### src/rtl/px_adc_reader_pkg.sv
// Shared constants and FSM encoding for the Stonyman pixel serial-ADC reader.
package px_adc_reader_pkg;

   localparam int PX_ADC_FRAME_BITS = 16;
   localparam int PX_ADC_DATA_BITS  = 12;
   localparam int PX_ADC_LEAD_BITS  = 4;

   typedef enum logic [2:0] {
      PXA_IDLE  = 3'd0,
      PXA_SETUP = 3'd1,
      PXA_LOW   = 3'd2,
      PXA_HIGH  = 3'd3,
      PXA_QUIET = 3'd4
   } pxa_state_e;

endpackage

### src/rtl/px_adc_reader.sv
// Runs one 16-SCLK conversion frame on the external pixel ADC per accepted start
// and returns the 12-bit sample with a one-cycle valid strobe.
module px_adc_reader
   import px_adc_reader_pkg::*;
#(
   parameter int unsigned CLK_DIV      = 2,
   parameter int unsigned QUIET_CYCLES = 3
) (
   input  logic                        clk,
   input  logic                        reset_n,
   input  logic                        start,
   output logic                        busy,
   output logic                        adc_cs_n,
   output logic                        adc_sclk,
   input  logic                        adc_din,
   output logic [PX_ADC_DATA_BITS-1:0] sample,
   output logic                        sample_valid,
   output logic                        fmt_err,
   output pxa_state_e                  dbg_state
);

   localparam logic [3:0] DIV_LAST   = 4'(CLK_DIV - 1);
   localparam logic [3:0] QUIET_LAST = 4'(QUIET_CYCLES - 1);
   localparam logic [3:0] BIT_LAST   = 4'(PX_ADC_FRAME_BITS - 1);

   pxa_state_e                   state_q, state_d;
   logic [3:0]                   div_q, div_d;
   logic [3:0]                   bit_q, bit_d;
   logic [PX_ADC_FRAME_BITS-1:0] shift_q, shift_d;
   logic [PX_ADC_DATA_BITS-1:0]  sample_d;
   logic                         valid_d, err_d;
   logic                         div_done;

   // Handshake: start is taken only in a cycle where busy is low (IDLE); it is
   // never queued, and busy rises in the following cycle.
   assign div_done  = (div_q >= DIV_LAST);
   assign dbg_state = state_q;

   always_comb begin
      state_d  = state_q;
      div_d    = div_q;
      bit_d    = bit_q;
      shift_d  = shift_q;
      sample_d = sample;
      valid_d  = 1'b0;
      err_d    = fmt_err;
      case (state_q)
         PXA_IDLE: begin
            if (start) begin
               state_d = PXA_SETUP;
               div_d   = 4'd0;
               bit_d   = 4'd0;
            end
         end
         PXA_SETUP: begin
            if (div_done) begin
               state_d = PXA_LOW;
               div_d   = 4'd0;
            end else begin
               div_d = div_q + 4'd1;
            end
         end
         PXA_LOW: begin
            // Sample on the edge where SCLK returns high.
            if (div_done) begin
               shift_d = {shift_q[PX_ADC_FRAME_BITS-2:0], adc_din};
               state_d = PXA_HIGH;
               div_d   = 4'd0;
            end else begin
               div_d = div_q + 4'd1;
            end
         end
         PXA_HIGH: begin
            if (div_done) begin
               div_d = 4'd0;
               if (bit_q == BIT_LAST) begin
                  state_d  = PXA_QUIET;
                  valid_d  = 1'b1;
                  sample_d = shift_q[PX_ADC_DATA_BITS-1:0];
                  err_d    = |shift_q[PX_ADC_FRAME_BITS-1 -: PX_ADC_LEAD_BITS];
               end else begin
                  bit_d   = bit_q + 4'd1;
                  state_d = PXA_LOW;
               end
            end else begin
               div_d = div_q + 4'd1;
            end
         end
         PXA_QUIET: begin
            if (div_q >= QUIET_LAST) begin
               state_d = PXA_IDLE;
               div_d   = 4'd0;
            end else begin
               div_d = div_q + 4'd1;
            end
         end
         default: state_d = PXA_IDLE;
      endcase
   end

   // Pin outputs are registered from the next state so they line up with it.
   always_ff @(posedge clk) begin
      if (!reset_n) begin
         state_q      <= PXA_IDLE;
         div_q        <= 4'd0;
         bit_q        <= 4'd0;
         shift_q      <= '0;
         sample       <= '0;
         sample_valid <= 1'b0;
         fmt_err      <= 1'b0;
         busy         <= 1'b0;
         adc_cs_n     <= 1'b1;
         adc_sclk     <= 1'b1;
      end else begin
         state_q      <= state_d;
         div_q        <= div_d;
         bit_q        <= bit_d;
         shift_q      <= shift_d;
         sample       <= sample_d;
         sample_valid <= valid_d;
         fmt_err      <= err_d;
         busy         <= (state_d != PXA_IDLE);
         adc_cs_n     <= !(state_d inside {PXA_SETUP, PXA_LOW, PXA_HIGH});
         adc_sclk     <= (state_d != PXA_LOW);
      end
   end

endmodule

### config.mk
export PLATFORM = sky130hd
export DESIGN_NAME = px_adc_reader
export DESIGN_NICKNAME = d
export VERILOG_FILES = /design/src/rtl/px_adc_reader_pkg.sv /design/src/rtl/px_adc_reader.sv
export SDC_FILE = /design/constraint.sdc
export NUM_CORES = 1
export LEC_CHECK = 0
export ABC_CLOCK_PERIOD_IN_PS = 2400
export BUFFER_PORTS_ARGS = -buffer_cell sky130_fd_sc_hd__buf_4
export CORE_MARGIN = 2
export CORE_UTILIZATION = 55
export CTS_BUF_LIST = sky130_fd_sc_hd__clkbuf_4 sky130_fd_sc_hd__clkbuf_8
export CTS_CLUSTER_SIZE = 10
export DETAILED_ROUTE_END_ITERATION = 8
export HOLD_SLACK_MARGIN = 0.12
export PLACE_DENSITY = 0.77
export SLEW_MARGIN = 20
export SYNTH_ARGS = -nofsm -noshare
export SYNTH_HDL_FRONTEND = slang
export SYNTH_SLANG_ARGS = --single-unit
### constraint.sdc
create_clock -name clk -period 2.4 [get_ports clk]
set_input_delay 0.12 -clock clk [delete_from_list [all_inputs] [get_ports clk]]
set_output_delay 0.12 -clock clk [all_outputs]
set_load 0.01 [all_outputs]
# Word level (Yosys, flattened, before mapping)
# Index checks and enable logic that the tools add are counted.
dict set report word_totals {
  inputBits 4
  word_cells 54
  out_inout_bits 20
  ff_bits 44
}
dict set report op_classes {
  muxes 15
  eq_ne 12
  order_cmp 2
  reduce_logical 13
  n_addsub 2
}
# operator n
set ops {}
lappend ops {{$mux 4} 5}
lappend ops {{$mux 3} 6}
lappend ops {{$pmux 3 s5} 1}
lappend ops {{$eq 3x2->1 const B} 4}
lappend ops {{$pmux 4 s3} 1}
lappend ops {{$reduce_bool 3->1} 3}
lappend ops {{$add 4x1->4 const B} 2}
lappend ops {{$pmux 4 s2} 1}
lappend ops {{$eq 3x1->1 const B} 2}
lappend ops {{$ne 2x2->1 const B} 3}
lappend ops {{$reduce_and 3->1} 2}
lappend ops {{$eq 4x4->1 const B} 1}
lappend ops {{$ge 4x1->1 const B} 1}
lappend ops {{$ge 4x2->1 const B} 1}
lappend ops {{$reduce_and 2->1} 2}
lappend ops {{$reduce_and 4->1} 1}
lappend ops {{$reduce_or 4->1} 1}
lappend ops {{$eq 3x3->1 const B} 1}
lappend ops {{$logic_not 3->1} 1}
lappend ops {{$ne 3x2->1 const B} 1}
lappend ops {{$reduce_or 3->1} 1}
lappend ops {{$reduce_bool 2->1} 1}
lappend ops {{$logic_not 1->1} 1}
lappend ops {{$mux 1} 1}

# Longest topological paths before layout
dict set report logic_depth {
  ltp_word 7
  depth_mapped 8
}

# Worst setup path after synthesis
# OpenSTA, ideal clock, no wires.
dict set report synth_timing {
  kind {register to register}
  start {reg div_q[1]}
  end {reg adc_sclk}
  setup_time_ns 0.127
  t_arrival_ns 1.676
  setup_slack_ns 0.597
  path_stages_with_launch 8
  required_time_ns 2.273
  n_path_buf 1
  cell_sequence {dfxtp_1 -> inv_1 -> ha_1 -> or4b_4 -> buf_6 -> mux2_4 -> o21ai_2 -> o21ai_1}
}
dict set report synth_between {
  elab_chain_cells 4
  elab_cells_between_ends 8
  cone_classes {order compare: 2; eq/ne: 1; mux: 5}
}
# item line
set synth_lines {}
lappend synth_lines {{start: declaration} px_adc_reader.sv:27} ;# logic [3:0] div_q, div_d;
lappend synth_lines {{start signal: assignment} px_adc_reader.sv:116} ;# div_q <= div_d;
lappend synth_lines {{$ge 4x2->1 or $ge 4x1->1 (tied branches)} {px_adc_reader.sv:90, px_adc_reader.sv:36}}
lappend synth_lines {{$mux 3 (on tied branches)} -}
lappend synth_lines {{$pmux 3 s5 (*)} px_adc_reader.sv:47} ;# case (state_q)
lappend synth_lines {{$ne 3x2->1 (*)} px_adc_reader.sv:124} ;# adc_sclk <= (state_d != PXA_LOW);
lappend synth_lines {{end signal: assignment} px_adc_reader.sv:124}
lappend synth_lines {{end: declaration} px_adc_reader.sv:14} ;# output logic adc_sclk,
# Every way passes the cells marked *; elsewhere a longest branch is shown, timed or not.
# A chain may end at the register's enable or synchronous reset.

# Final worst setup path
dict set report layout_timing {
  start {reg div_q[1]}
  end {reg shift_q[6]}
}
dict set report layout_between {
  elab_chain_cells 2
}
# item line
set layout_lines {}
lappend layout_lines {{$ge 4x1->1} px_adc_reader.sv:36} ;# assign div_done = (div_q >= DIV_LAST);
lappend layout_lines {{$reduce_and 2->1 (no line)} -}
lappend layout_lines {{end signal: assignment} px_adc_reader.sv:118} ;# shift_q <= shift_d;
lappend layout_lines {{end: declaration} px_adc_reader.sv:29} ;# logic [PX_ADC_FRAME_BITS-1:0] shift_q, shift_d;
# Every way passes these cells.

==> metrics.txt <==
# TYPE chip_impl_metric gauge
chip_impl_metric{name="irDropWorstVdd",unit="mV"} 0.411
chip_impl_metric{name="final.period_utilization",unit="%"} 84.8
chip_impl_info{name="ctsRootBufferMaster",value="sky130_fd_sc_hd__clkbuf_4"} 1
chip_impl_metric{name="max_cap_viol_count",unit=""} 0
chip_impl_metric{name="area_delta_synth_final",unit="%"} 11.2
chip_impl_metric{name="critPathArrivalTime",unit="ps"} 2300
chip_impl_info{name="layout_commonest_cell",value="sky130_fd_sc_hd__nand2_1"} 1
chip_impl_metric{name="dp_hpwl",unit="mm"} 2.24
chip_impl_metric{name="design.portCount",unit=""} 24
chip_impl_metric{name="gp_routability_congestion",unit=""} 0.836
chip_impl_metric{name="detail_route.iter0.violations",unit=""} 113
chip_impl_info{name="layout_common_cells",value="sky130_fd_sc_hd__nand2_1 (50), sky130_fd_sc_hd__dfxtp_1 (44), sky130_fd_sc_hd__buf_4 (23)"} 1
chip_impl_metric{name="via_count",unit=""} 1490
chip_impl_metric{name="via_per_inst",unit=""} 5.30
chip_impl_metric{name="first_global_vias",unit=""} 1326
chip_impl_metric{name="synth_cell_type_count",unit=""} 41
chip_impl_metric{name="yosys_reg_bits",unit=""} 44
chip_impl_metric{name="crit_path_max_fanout",unit=""} 16
chip_impl_info{name="cp_top_family",value="simple AND/OR/NAND/NOR gates"} 1
chip_impl_metric{name="synthesis.instances",unit=""} 217
chip_impl_metric{name="synthDominantCellAreaShare",unit="%"} 45.9
chip_impl_info{name="outcome",value="finished, final reports clean"} 1
chip_impl_metric{name="cts_post_setup_buffers_inserted",unit=""} 0
chip_impl_metric{name="cp_slowest_stage_delay",unit="ps"} 580
chip_impl_metric{name="antenna_violations_before_repair",unit=""} 0
chip_impl_info{name="path_class",value="reg -> reg"} 1
chip_impl_metric{name="totalNegativeSetupSlack",unit="ps"} 0
chip_impl_metric{name="post-route-util",unit="%"} 63.9
chip_impl_metric{name="number_of_enable_flip_flop_cells_after_synthesis",unit=""} 0
chip_impl_metric{name="design_power_total",unit="mW"} 1.29
chip_impl_metric{name="synth_area",unit="um^2"} 1920
chip_impl_info{name="yosysTopAreaCell",value="sky130_fd_sc_hd__dfxtp_1"} 1
chip_impl_metric{name="insertion_delay",unit="ps"} 350
chip_impl_metric{name="max_freq",unit="GHz"} 0.492
chip_impl_metric{name="ys_seq_area_share",unit="%"} 45.9
chip_impl_metric{name="routed_wirelength",unit="mm"} 3.42
chip_impl_info{name="endpoint_kind",value="register"} 1
chip_impl_metric{name="timing_worst_slew_pin_value",unit="ps"} 566
chip_impl_metric{name="tritoncts_num_sinks",unit=""} 44
chip_impl_metric{name="setup_ws",unit="ps"} 365
chip_impl_metric{name="initial_utilization",unit="%"} 57.5
chip_impl_metric{name="ant_nets",unit=""} 0
chip_impl_info{name="ys.flop_type",value="sky130_fd_sc_hd__dfxtp_1"} 1
chip_impl_metric{name="wp_data_required",unit="ps"} 2660
chip_impl_metric{name="grt_pass1_wl",unit="mm"} 5.80
chip_impl_metric{name="syn_area_per_cell",unit="um^2"} 8.84
chip_impl_info{name="cts_tree",value="done"} 1
chip_impl_metric{name="clock_slew_at_the_register_clock_pins_of_the_worst_setup_and_hold_paths",unit="ps"} 120
chip_impl_metric{name="cts_inserted_buffers",unit=""} 5
chip_impl_metric{name="cts_max_path_buffers",unit=""} 2
chip_impl_metric{name="skew",unit="ps"} 7.68
chip_impl_metric{name="grt_remaining_overflow",unit=""} 0
chip_impl_metric{name="cp_num_buf_inv",unit=""} 1
chip_impl_info{name="worst_path_max_delay_cell",value="sky130_fd_sc_hd__or4b_4"} 1
chip_impl_metric{name="power_density",unit="nW/um^2"} 603
chip_impl_metric{name="antenna_cells_inserted",unit=""} 0
chip_impl_metric{name="hold-path-cell-count",unit=""} 3
chip_impl_info{name="synth.top_cells.by_area",value="sky130_fd_sc_hd__dfxtp_1 (46%), sky130_fd_sc_hd__nand2_1 (9.8%), sky130_fd_sc_hd__a21boi_1 (4.3%)"} 1
chip_impl_metric{name="die_area",unit="um^2"} 3980
chip_impl_metric{name="power.leakage",unit="nW"} 0.787
chip_impl_metric{name="htree_depth",unit=""} 2
chip_impl_metric{name="synth.yosys.warnings",unit=""} 0
chip_impl_metric{name="drv_slew",unit=""} 0
chip_impl_info{name="crit_path_start_kind",value="register"} 1
chip_impl_metric{name="drcViolationCount",unit=""} 0
chip_impl_metric{name="critical_path_cell_count",unit=""} 6
chip_impl_metric{name="final_hold_viol_count",unit=""} 0
chip_impl_metric{name="number_of_nets_in_the_synthesized_netlist",unit=""} 226
chip_impl_metric{name="pre_cts_ws",unit="ps"} 401
chip_impl_metric{name="synth_async_sr_flop_share",unit="%"} 0
chip_impl_metric{name="reg2reg_depth",unit=""} 6
chip_impl_metric{name="die_w",unit="um"} 63.1
chip_impl_info{name="worst_hold_path_type",value="in -> reg"} 1
chip_impl_metric{name="port_buffers",unit=""} 23
chip_impl_metric{name="final_setup_violation_count",unit=""} 0
chip_impl_info{name="grt_setup_unrepaired",value="no"} 1
chip_impl_metric{name="detail_route.first_pass.iterations",unit=""} 4
chip_impl_metric{name="grt_start_max_net_pins",unit=""} 50
chip_impl_metric{name="coreArea",unit="um^2"} 3340
chip_impl_info{name="crit_chain",value="inv_1 > ha_1 > or4b_4 > and3_1 > nand2_1 > a21boi_1"} 1
chip_impl_metric{name="maxSlewHeadroom",unit="%"} 62.3
chip_impl_metric{name="die-height",unit="um"} 63.1
chip_impl_metric{name="fin_nets",unit=""} 244
chip_impl_metric{name="std_cell_rows",unit=""} 21
chip_impl_metric{name="avgRoutedWirePerCell",unit="um"} 12.2
chip_impl_metric{name="layout-drive-gt1-share",unit="%"} 16.2
chip_impl_metric{name="global_route.usage.total",unit="%"} 18.4
chip_impl_metric{name="fin_crit",unit="ps"} 2030
chip_impl_metric{name="postCtsResizedCells",unit=""} 0
## state kept, by name (all words and copies together), names as in the netlist
| register | count |
|---|---|
| adc_cs_n | 1 |
| fmt_err | 1 |
| div_q | 4 |
| adc_sclk | 1 |
| sample_valid | 1 |
| busy | 1 |
| shift_q | 16 |
| sample | 12 |
| dbg_state | 3 |
| bit_q | 4 |
## Yosys cell counts (2+ instances only)
cell	number
sky130_fd_sc_hd__inv_1	2
sky130_fd_sc_hd__clkbuf_1	7
sky130_fd_sc_hd__buf_6	4
sky130_fd_sc_hd__and3_1	3
sky130_fd_sc_hd__o21ai_0	15
sky130_fd_sc_hd__xnor2_1	2
sky130_fd_sc_hd__nor2_1	8
sky130_fd_sc_hd__xor2_1	2
sky130_fd_sc_hd__a21boi_0	6
sky130_fd_sc_hd__or4_1	3
sky130_fd_sc_hd__ha_1	5
sky130_fd_sc_hd__nand2b_1	3
sky130_fd_sc_hd__mux2i_1	3
sky130_fd_sc_hd__nor3_1	4
sky130_fd_sc_hd__nand4_1	2
sky130_fd_sc_hd__buf_2	2
sky130_fd_sc_hd__nand2_1	50
sky130_fd_sc_hd__nand3_1	16
sky130_fd_sc_hd__o21ai_1	3
sky130_fd_sc_hd__nor2b_1	3
sky130_fd_sc_hd__a21boi_1	11
sky130_fd_sc_hd__dfxtp_1	44
## per-layer routing
metal / up-vias / global-route usage, % / share of wire, %
li1: 777 / - / -
met1: 678 / 23.8 / 49
met2: 28 / 28.6 / 46
met3: 7 / 4.64 / 3.4
met4: 0 / 8.89 / 1.8
met5: - / 0 / 0
## cells by family after synthesis
logic type / count (synthesis) / share of synthesized area (%)
xor gates and xnor gates: 4 / 1.83
buffers and inverters: 16 / 4.89
muxes: 4 / 2.35
adders and majority gates: 5 / 3.26
AOI/OAI and AO/OA: 44 / 15.5
DFF: 44 / 45.9
and+or+nand+nor: 100 / 26.3
## worst min-delay path, delay by kind of cell
family	cells	cell delay, ps
buffers and inverters	1	230
AND/OR/NAND/NOR	1	110
AO/OA/AOI/OAI	1	50
## stage by stage
stage / instance area [um^2] / cells / hold slack [ps]
after CTS: 2130 / 281 / 215
after global placement: 2060 / 272 / 391
after global routing: 2130 / 281 / 237
after detailed placement: 2060 / 272 / 404
final: 2130 / 281 / 225
after floorplan: 1920 / 217 / 265
## layout make-up
cell class | count | area [um^2]
multi-input combinational | 157 | 943
sequential | 44 | 881
clock buffer | 5 | 37.5
clock inverter | 2 | 12.5
inverter | 2 | 7.51
tap | 46 | 57.6
fill | 299 | 1200
timing repair buffer | 25 | 193
## worst paths after layout
check / start / to / slack (ps)
max: div_q[1] / shift_q[6] / 370
min: reset_n / sample[8] / 220
max reg2reg: div_q[1] / shift_q[6] / 370
min reg2reg: sample[4] / sample[4] / 480
## power by group
group | switching (mW) | internal [mW] | total, mW
Sequential | 0.0286 | 0.746 | 0.774
Combinational | 0.105 | 0.0717 | 0.176
Clock | 0.228 | 0.107 | 0.335
Total | 0.362 | 0.924 | 1.29
## repair_timing
action,CTS,global route
hold buffers,2,0
endpoints found under the setup margin,0,0
hold endpoints to repair,2,0
(Power assumes the default switching activity.)
